$ cat src/rtl/fifo_sum_pkg.sv
// Shared helpers for the vertical window-sum engine: width derivations and
// parameter legality checks.
package fifo_sum_pkg;

    // Ceiling log2; 0 and 1 both map to 0.
    function automatic int unsigned clog2(input int unsigned value);
        int unsigned res;
        int unsigned rem;
        res = 0;
        rem = (value > 0) ? value - 1 : 0;
        for (int i = 0; i < 32; i++) begin
            if (rem > 0) begin
                res = res + 1;
                rem = rem >> 1;
            end
        end
        return res;
    endfunction

    // Index width for a counter/pointer over n entries, never below 1 bit.
    function automatic int unsigned idx_w(input int unsigned n);
        return (n <= 2) ? 1 : clog2(n);
    endfunction

    // Full-precision width of a sum of tap_num samples of data_w bits.
    function automatic int unsigned sum_w(input int unsigned data_w,
                                          input int unsigned tap_num);
        return data_w + clog2(tap_num);
    endfunction

    function automatic bit params_ok(input int unsigned data_w,
                                     input int unsigned col_num,
                                     input int unsigned row_num,
                                     input int unsigned tap_num,
                                     input int unsigned out_w,
                                     input int unsigned sat_en);
        return (data_w >= 1) && (col_num >= 2) && (tap_num >= 2) &&
               (tap_num <= row_num) && (out_w >= data_w) && (sat_en <= 1);
    endfunction

endpackage

$ cat src/rtl/fifo_sum_linebuf.sv
// Circular delay line: each enable returns the entry written DEPTH enables
// ago and overwrites it with the new sample at the same pointer.
module fifo_sum_linebuf
    import fifo_sum_pkg::*;
#(
    parameter int unsigned DEPTH = 4,
    parameter int unsigned W     = 8
) (
    input  logic         clk,
    input  logic         rst_n,
    input  logic         en,
    input  logic [W-1:0] wr_data,
    output logic [W-1:0] rd_data_c
);

    localparam int unsigned PTR_W = idx_w(DEPTH);

    logic [W-1:0]     mem [DEPTH];
    logic [PTR_W-1:0] ptr;

    assign rd_data_c = mem[ptr];

    always_ff @(posedge clk or negedge rst_n) begin
        if (!rst_n) begin
            ptr <= '0;
        end else if (en) begin
            ptr <= (ptr == PTR_W'(DEPTH - 1)) ? '0 : ptr + PTR_W'(1);
        end
    end

    // Storage is left unreset; stale contents are masked by the row counter.
    always_ff @(posedge clk) begin
        if (en) begin
            mem[ptr] <= wr_data;
        end
    end

endmodule

$ cat src/rtl/fifo_sum_win.sv
// Streaming vertical window sum: each output adds TAP_NUM vertically adjacent
// samples of one column, with saturate or wrap narrowing to OUT_W bits.
module fifo_sum_win
    import fifo_sum_pkg::*;
#(
    parameter int unsigned DATA_W  = 8,
    parameter int unsigned COL_NUM = 4,
    parameter int unsigned ROW_NUM = 5,
    parameter int unsigned TAP_NUM = 3,
    parameter int unsigned OUT_W   = 8,
    parameter int unsigned SAT_EN  = 0
) (
    input  logic              sys_clk,
    input  logic              sys_rst_n,
    input  logic              pi_sof,
    input  logic              pi_flag,
    input  logic [DATA_W-1:0] pi_data,
    output logic              po_flag,
    output logic [OUT_W-1:0]  po_data,
    output logic              po_sat,
    output logic              po_last
);

    localparam int unsigned SUM_W = sum_w(DATA_W, TAP_NUM);
    localparam int unsigned MAX_W = (SUM_W > OUT_W) ? SUM_W : OUT_W;
    localparam int unsigned COL_W = idx_w(COL_NUM);
    localparam int unsigned ROW_W = idx_w(ROW_NUM);
    localparam logic [MAX_W-1:0] OUT_MAX = MAX_W'({OUT_W{1'b1}});
    localparam bit SAT = (SAT_EN != 0);

    if (!params_ok(DATA_W, COL_NUM, ROW_NUM, TAP_NUM, OUT_W, SAT_EN)) begin : g_param_check
        $error("fifo_sum_win: illegal parameter combination");
    end

    logic [COL_W-1:0]  cnt_col;
    logic [ROW_W-1:0]  cnt_row;
    logic [COL_W-1:0]  cur_col_c;
    logic [ROW_W-1:0]  cur_row_c;
    logic [COL_W-1:0]  col_nxt_c;
    logic [ROW_W-1:0]  row_nxt_c;
    logic              col_wrap_c;
    logic              win_c;
    logic              last_c;
    logic [DATA_W-1:0] tap_c [TAP_NUM];
    logic [SUM_W-1:0]  sum_c;
    logic [MAX_W-1:0]  sum_ext_c;
    logic              clip_c;
    logic              sat_hit_c;

    // Position of the sample on pi_data; pi_sof pins it to row 0, col 0.
    always_comb begin
        cur_col_c  = pi_sof ? '0 : cnt_col;
        cur_row_c  = pi_sof ? '0 : cnt_row;
        col_wrap_c = (cur_col_c == COL_W'(COL_NUM - 1));
        col_nxt_c  = col_wrap_c ? '0 : cur_col_c + COL_W'(1);
        row_nxt_c  = cur_row_c;
        if (col_wrap_c) begin
            row_nxt_c = (cur_row_c == ROW_W'(ROW_NUM - 1)) ? '0 : cur_row_c + ROW_W'(1);
        end
        win_c  = pi_flag && (cur_row_c >= ROW_W'(TAP_NUM - 1));
        last_c = win_c && col_wrap_c && (cur_row_c == ROW_W'(ROW_NUM - 1));
    end

    // tap_c[k] is the sample k rows above the current one.
    assign tap_c[0] = pi_data;

    for (genvar k = 1; k < TAP_NUM; k++) begin : g_tap
        fifo_sum_linebuf #(
            .DEPTH (COL_NUM),
            .W     (DATA_W)
        ) u_linebuf (
            .clk       (sys_clk),
            .rst_n     (sys_rst_n),
            .en        (pi_flag),
            .wr_data   (tap_c[k-1]),
            .rd_data_c (tap_c[k])
        );
    end

    always_comb begin
        sum_c = '0;
        for (int j = 0; j < TAP_NUM; j++) begin
            sum_c = sum_c + SUM_W'(tap_c[j]);
        end
        sum_ext_c = MAX_W'(sum_c);
        clip_c    = (sum_ext_c > OUT_MAX);
        sat_hit_c = clip_c && SAT;
    end

    // Counters and registered outputs; po_data holds between valid sums.
    always_ff @(posedge sys_clk or negedge sys_rst_n) begin
        if (!sys_rst_n) begin
            cnt_col <= '0;
            cnt_row <= '0;
            po_flag <= 1'b0;
            po_data <= '0;
            po_sat  <= 1'b0;
            po_last <= 1'b0;
        end else begin
            if (pi_flag) begin
                cnt_col <= col_nxt_c;
                cnt_row <= row_nxt_c;
            end else if (pi_sof) begin
                cnt_col <= '0;
                cnt_row <= '0;
            end
            po_flag <= win_c;
            po_sat  <= win_c && sat_hit_c;
            po_last <= last_c;
            if (win_c) begin
                po_data <= sat_hit_c ? '1 : OUT_W'(sum_ext_c);
            end
        end
    end

endmodule

$ cat config.mk
export PLATFORM = sky130hd
export DESIGN_NAME = fifo_sum_win
export DESIGN_NICKNAME = d
export VERILOG_FILES = /design/src/rtl/fifo_sum_pkg.sv /design/src/rtl/fifo_sum_linebuf.sv /design/src/rtl/fifo_sum_win.sv
export SDC_FILE = /design/constraint.sdc
export NUM_CORES = 1
export LEC_CHECK = 0
export CORE_MARGIN = 1
export CORE_UTILIZATION = 55
export CTS_BUF_LIST = sky130_fd_sc_hd__clkbuf_8
export DETAILED_ROUTE_END_ITERATION = 8
export GPL_TIMING_DRIVEN = 0
export PLACE_DENSITY = 0.78
export REMOVE_ABC_BUFFERS = 1
export SLEW_MARGIN = 40
export SYNTH_ARGS = -nofsm -noshare
export SYNTH_HDL_FRONTEND = slang
export SYNTH_SLANG_ARGS = --single-unit
$ cat constraint.sdc
create_clock -name sys_clk -period 3 [get_ports sys_clk]
set_input_delay 0.6 -clock sys_clk [delete_from_list [all_inputs] [get_ports sys_clk]]
set_output_delay 0.6 -clock sys_clk [all_outputs]
set_load 0.01 [all_outputs]
* Yosys cells after proc, flatten, opt, wreduce, memory -nomap -nowiden *
Memories as Yosys holds them, arrays and structs flattened.
Index checks and enable logic that the tools add are counted.

cells by class
  add/sub/neg operators = 6
  magnitude comparators = 1
  equal/unequal tests = 4
  mux-type cells = 11
  reductions and logical operators = 3

operators with widths
  cell                                                  count
  adder 8 bit                                           2
  2-to-1 mux 3 bit                                      4
  2-to-1 mux 2 bit                                      5
  adder 2 x 1 -> 2 bit (second input constant)          3
  == test 2 bit (second input constant)                 3
  adder 3 x 1 -> 3 bit (second input constant)          1
  == test 3 bit (second input constant)                 1
  >= comparator 3 x 2 -> 1 bit (second input constant)  1
  logical AND 1 bit                                     3
  2-to-1 mux 1 bit                                      2

storage, ports and cells
  flip-flop bits (word level) = 19
  RAM bits = 64
  input port bits = 12
  output and inout port bits = 11
  logic and storage cells = 34
  memories kept = 2

memories
  name                    words  width  read ports  clocked after Yosys merged registers in  write ports  line                    RTL
  g_tap[1].u_linebuf.mem  4      8      1           0                                        1            fifo_sum_linebuf.sv:18  logic [W-1:0] mem [DEPTH];
  g_tap[2].u_linebuf.mem  4      8      1           0                                        1            fifo_sum_linebuf.sv:18

* Longest topological paths before layout *
  depth in word-level cells = 5
  depth in mapped cells = 13
  mapped depth without buffers = 12

* Hierarchy *
From an unflattened synthesis, not the netlist that was laid out.

second synthesis, totals
  cell total of the unflattened synthesis = 220
  area total of the unflattened synthesis = 3,713.6 µm²

modules (own cells, without submodules)
  module            times used  cells each  area each (µm²)  seq. area each (µm²)
  fifo_sum_linebuf  2           58          1,312.5          1,011.0
  fifo_sum_win      1           104         1,088.5          375.4

* Worst setup path after synthesis *
OpenSTA, ideal clock, no wires.

  kind = register to register
  from = register g_tap[1].u_linebuf.ptr[0]
  to = register po_data[7]
  setup time = 138 ps
  arrival time = 2,763 ps
  required time = 2,862 ps
  path slack = 99 ps
  stages on the path, launching flop included = 12
  buffers on the path = 1
  clock period less this slack = 2,901 ps
  cell sequence = dfrtp_1 -> buf_6 -> mux4_2 -> fa_1 -> ha_1 -> inv_1 -> fa_1 -> nor2b_1 -> o31a_1 -> o22ai_1 -> xnor2_1 -> o21ai_1

between the ends
  word-level cells in the longest chain between the ends = 3

ends and longest elaborated chain
  what                                       line                    RTL
  start: declaration                         fifo_sum_linebuf.sv:19  logic [PTR_W-1:0] ptr;
  start signal: assignment                   fifo_sum_linebuf.sv:27  ptr <= (ptr == PTR_W'(DEPTH - 1)) ? '0 : ptr + PTR_W'(1);
  memory (4 x 8 bit)                         -
  named net g_tap[1].u_linebuf.rd_data_c[1]  fifo_sum_linebuf.sv:13  output logic [W-1:0] rd_data_c
  adder 8 bit (2 in series)                  fifo_sum_win.sv:83      sum_c = sum_c + SUM_W'(tap_c[j]);
  end signal: assignment                     fifo_sum_win.sv:111     po_data <= sat_hit_c ? '1 : OUT_W'(sum_ext_c);
  end: declaration                           fifo_sum_win.sv:19      output logic [OUT_W-1:0] po_data,

The timed path passes the listed nets, and every way through them passes these cells.
A chain may end at the register's enable or synchronous reset.

* Final worst setup path *
Same ends and word-level chain as after synthesis.

==> impl_summary.log <==
[metrics] area of the die: 7140 um2
[metrics] Final Setup Violations: 0
[metrics] standard cell core area: 6460 um2
[metrics] endpoints failing hold: 0
[metrics] vias in the first global route: 1910
[metrics] number of cells produced by synthesis: 229
[metrics] count of max-cap constraint violations: 0
[metrics] area share of fa/ha/maj cells after synthesis: 0.103
[metrics] Syn Std Cell Area: 3740 um2
[metrics] min-delay worst type: in2async
[metrics] number of synthesized flops with an enable pin: 64
[metrics] largest voltage drop on the vdd net: 0.000453 V
[metrics] sum of routed wire length over all layers: 5.65 mm
[metrics] port buffer count: 21
[metrics] HPWL after DPL: 3.99 mm
[metrics] clock buffers created by TritonCTS: 9
[metrics] critical-path cell with the highest stage delay: sky130_fd_sc_hd__mux4_2
[metrics] tightest slew margin relative to the limit: 0.573
[metrics] fraction of final layout cells sized beyond drive strength 1: 0.192
[metrics] TritonCTS Sinks: 83
[metrics] number of DRC markers after the initial detailed-route iteration: 98
[metrics] crit path kind: reg2reg
[metrics] Worst Clk Skew: 12.0 ps
[metrics] most used flip-flop cell after synthesis: sky130_fd_sc_hd__edfxtp_1
[metrics] Period minus WS final: 2890 ps
[metrics] Distinct cells, synth: 36
[metrics] leakage component of the power: 1.68 nW
[metrics] total instance count after detailed placement: 319
[metrics] Syn-to-layout area delta: 15.1%
[metrics] cells along the critical path: buf_8 -> mux4_2 -> fa_1 -> ha_1 -> nor2b_2 -> o31a_1 -> o22ai_2 -> xnor2_1 -> o21ai_1
[metrics] largest cells by area after synthesis: sky130_fd_sc_hd__edfxtp_1 (51%), sky130_fd_sc_hd__dfrtp_1 (13%), sky130_fd_sc_hd__ha_1 (6.0%)
[metrics] number of H-tree levels: 3
[metrics] outcome: complete, but fails checks
[metrics] DRT Pass-1 Iters: 6
[metrics] post-synth top area cell: sky130_fd_sc_hd__edfxtp_1
[metrics] latest clock arrival within the worst-skew pair: 350 ps
[metrics] antenna diode count: 0
[metrics] unrepaired setup endpoints after global routing: true
[metrics] slew at the pin closest to its max-slew limit: 638 ps
[metrics] final worst setup slack: 105 ps
[metrics] first-pass GRT wire length: 9.41 mm
[metrics] Std-Cell Rows: 29
[metrics] TritonCTS clock tree: done
[metrics] startpoint types: register
[metrics] initial core utilization: 0.580
[metrics] setup total negative slack: 0 ps
[metrics] achievable frequency: 345 MHz
[metrics] Clock Tree Root: sky130_fd_sc_hd__clkbuf_8
[metrics] total power density per cell area: 968 nW/um2
[metrics] share of async-settable or async-resettable flops after synthesis: 0.229
[metrics] number of vias in the routed layout: 1887
[metrics] final std cells w/o fill: 343
[metrics] complex-gate fraction of the synthesized area: 0.0434
[metrics] pre-CTS worst setup slack: -406 ps
[metrics] overall fraction of global-route tracks in use: 0.180
[metrics] violations in the final reports: DRC
[metrics] required time at the worst-slack endpoint: 3220 ps
[metrics] Die W: 84.5 um
[metrics] max-slew violation count: 0
[metrics] maximum cell stage delay along the critical path: 550 ps
[metrics] Power Total: 4.17 mW
[metrics] Avg Vias per Cell: 5.50
[metrics] Final GP Congestion: 0.708
[metrics] critical path data arrival time: 3120 ps
[metrics] area share of and/or/nand/nor cells after synthesis: 0.0538
[metrics] ratio of final minimum period to clock period: 0.965
[metrics] number of nets in the layout: 299
[metrics] average instance area after synthesis: 16.3 um2
[metrics] average wire length per cell after detail routing: 16.5 um
[metrics] maximum clock path buffer count: 2
[metrics] Worst setup EP type: register
[metrics] Max Fanout on Critical Path: 5
[metrics] count of antenna-violating nets left after detailed routing: 0
[metrics] flip-flop and latch count after synthesis: 83
[metrics] Yosys Warn Count: 0
[metrics] main combinational cell family by area after synthesis: multiplexers
[metrics] count of unresolved DRC violations after routing: 2
[metrics] clock slew at reported path FFs: 90 ps
[metrics] post-synthesis xor/xnor area fraction: 0.0184
[metrics] cts hold-fix bufs: 0
[metrics] antenna violations before repair: 0
[metrics] number of top-level pins: 23
[metrics] total grt overflow: 0
[metrics] fraction of the yosys area taken by sequential cells: 0.640
[metrics] final core utilization: 0.667
[metrics] multiplexer share of the synthesized area: 0.106
[metrics] Die H: 84.5 um
[metrics] setup slack, reg-to-reg: 110 ps
[metrics] share of the synthesized area in the top cell type: 0.513
[metrics] pin count of the biggest net entering global routing: 21
state kept, by name, indices dropped and copies added (netlist names):
signal               cells
po_flag                  1
g_tap.u_linebuf.ptr      4
cnt_row                  3
po_last                  1
g_tap.u_linebuf.mem     64
cnt_col                  2
po_data                  8
timing repair:
item,in CTS,in global routing
setup endpoints to repair,3,2
resized for setup,4,11
setup buffers,6,2
hold endpoints to repair,0,0
pin swaps,0,7
placed cells by master (no fill, tap or decap), drive strengths merged, types with 2 or more instances in the layout:
master         count
nor3b              2
edfxtp            64
fa                 8
nor2b              4
xor2               2
dfrtp             19
xnor2              5
o21ai             17
a21o               3
buf                9
a21oi              3
inv               25
and2               9
nand2             15
clkdlybuf4s50     20
ha                18
clkbuf             9
nand2b             2
mux4              16
nor2               3
cells in the mapped netlist, drive strengths merged (4+ instances only):
cell type and count:
ha 18, buf 5, edfxtp 64, o21ai 17
xnor2 5, nor2b 4, nand2 15, inv 20
dfrtp 19, fa 8, and2 9, mux4 16
worst paths after layout:
kind	from	to	cells after the start
worst max-delay path	g_tap[1].u_linebuf.ptr[0]	po_data[7]	9
max in group asynchronous	sys_rst_n	g_tap[1].u_linebuf.ptr[0]	1
min in group sys_clk	po_data[0]	po_data[0]	2
worst max register to register	g_tap[1].u_linebuf.ptr[0]	po_data[7]	9
worst min register to register	po_data[0]	po_data[0]	2
worst min-delay path	sys_rst_n	cnt_col[0]	1
where the power goes:
part / leakage [nW] / internal [mW] / switching [mW]
clock: 0.110 / 0.410 / 0.446
combinational: 0.736 / 0.846 / 0.821
sequential: 0.838 / 1.54 / 0.113
total: 1.68 / 2.79 / 1.38
worst max-delay path, delay by kind of cell (launching register included):
family                     cells  cell delay (ps)
adders and majority gates      2              790
muxes                          1              550
AOI/OAI and AO/OA              3              500
DFF                            1              480
and+or+nand+nor                1              170
buffers and inverters          1              140
xor gates and xnor gates       1              130
logic make-up (layout without fill, tap and decap cells):
| kind of cell | Yosys count | count (layout) |
|---|---|---|
| other | 1 | 1 |
| XOR/XNOR | 7 | 7 |
| AND/OR/NAND/NOR | 39 | 39 |
| adder cells (fa/ha/maj) | 26 | 26 |
| buffers and inverters | 28 | 65 |
| AO/OA/AOI/OAI | 28 | 28 |
| multiplexers | 17 | 17 |
| flip-flops | 83 | 83 |
layout make-up:
type	count	area (um2)
sequential	83	2400
fill	438	2150
multi-input combinational	118	1230
timing repair buffer	29	285
clock buffer	9	124
tap	77	96.3
clock inverter	7	90.1
inverter	20	75.1
through the flow:
stage / instance area [um2] / hold slack (ps)
finish: 4310 / 171
floorplan: 3690 / 304
detailed placement: 4000 / 470
CTS: 4280 / 180
global placement: 4000 / 459
global route: 4310 / 189
per-layer routing:
metal | GRT usage | wire, um
met1 | 0.239 | 2640
met2 | 0.288 | 2700
met3 | 0.0442 | 220
met4 | 0.0740 | 91
met5 | 0 | 0
Note: power is estimated with default switching activity, not from simulation.
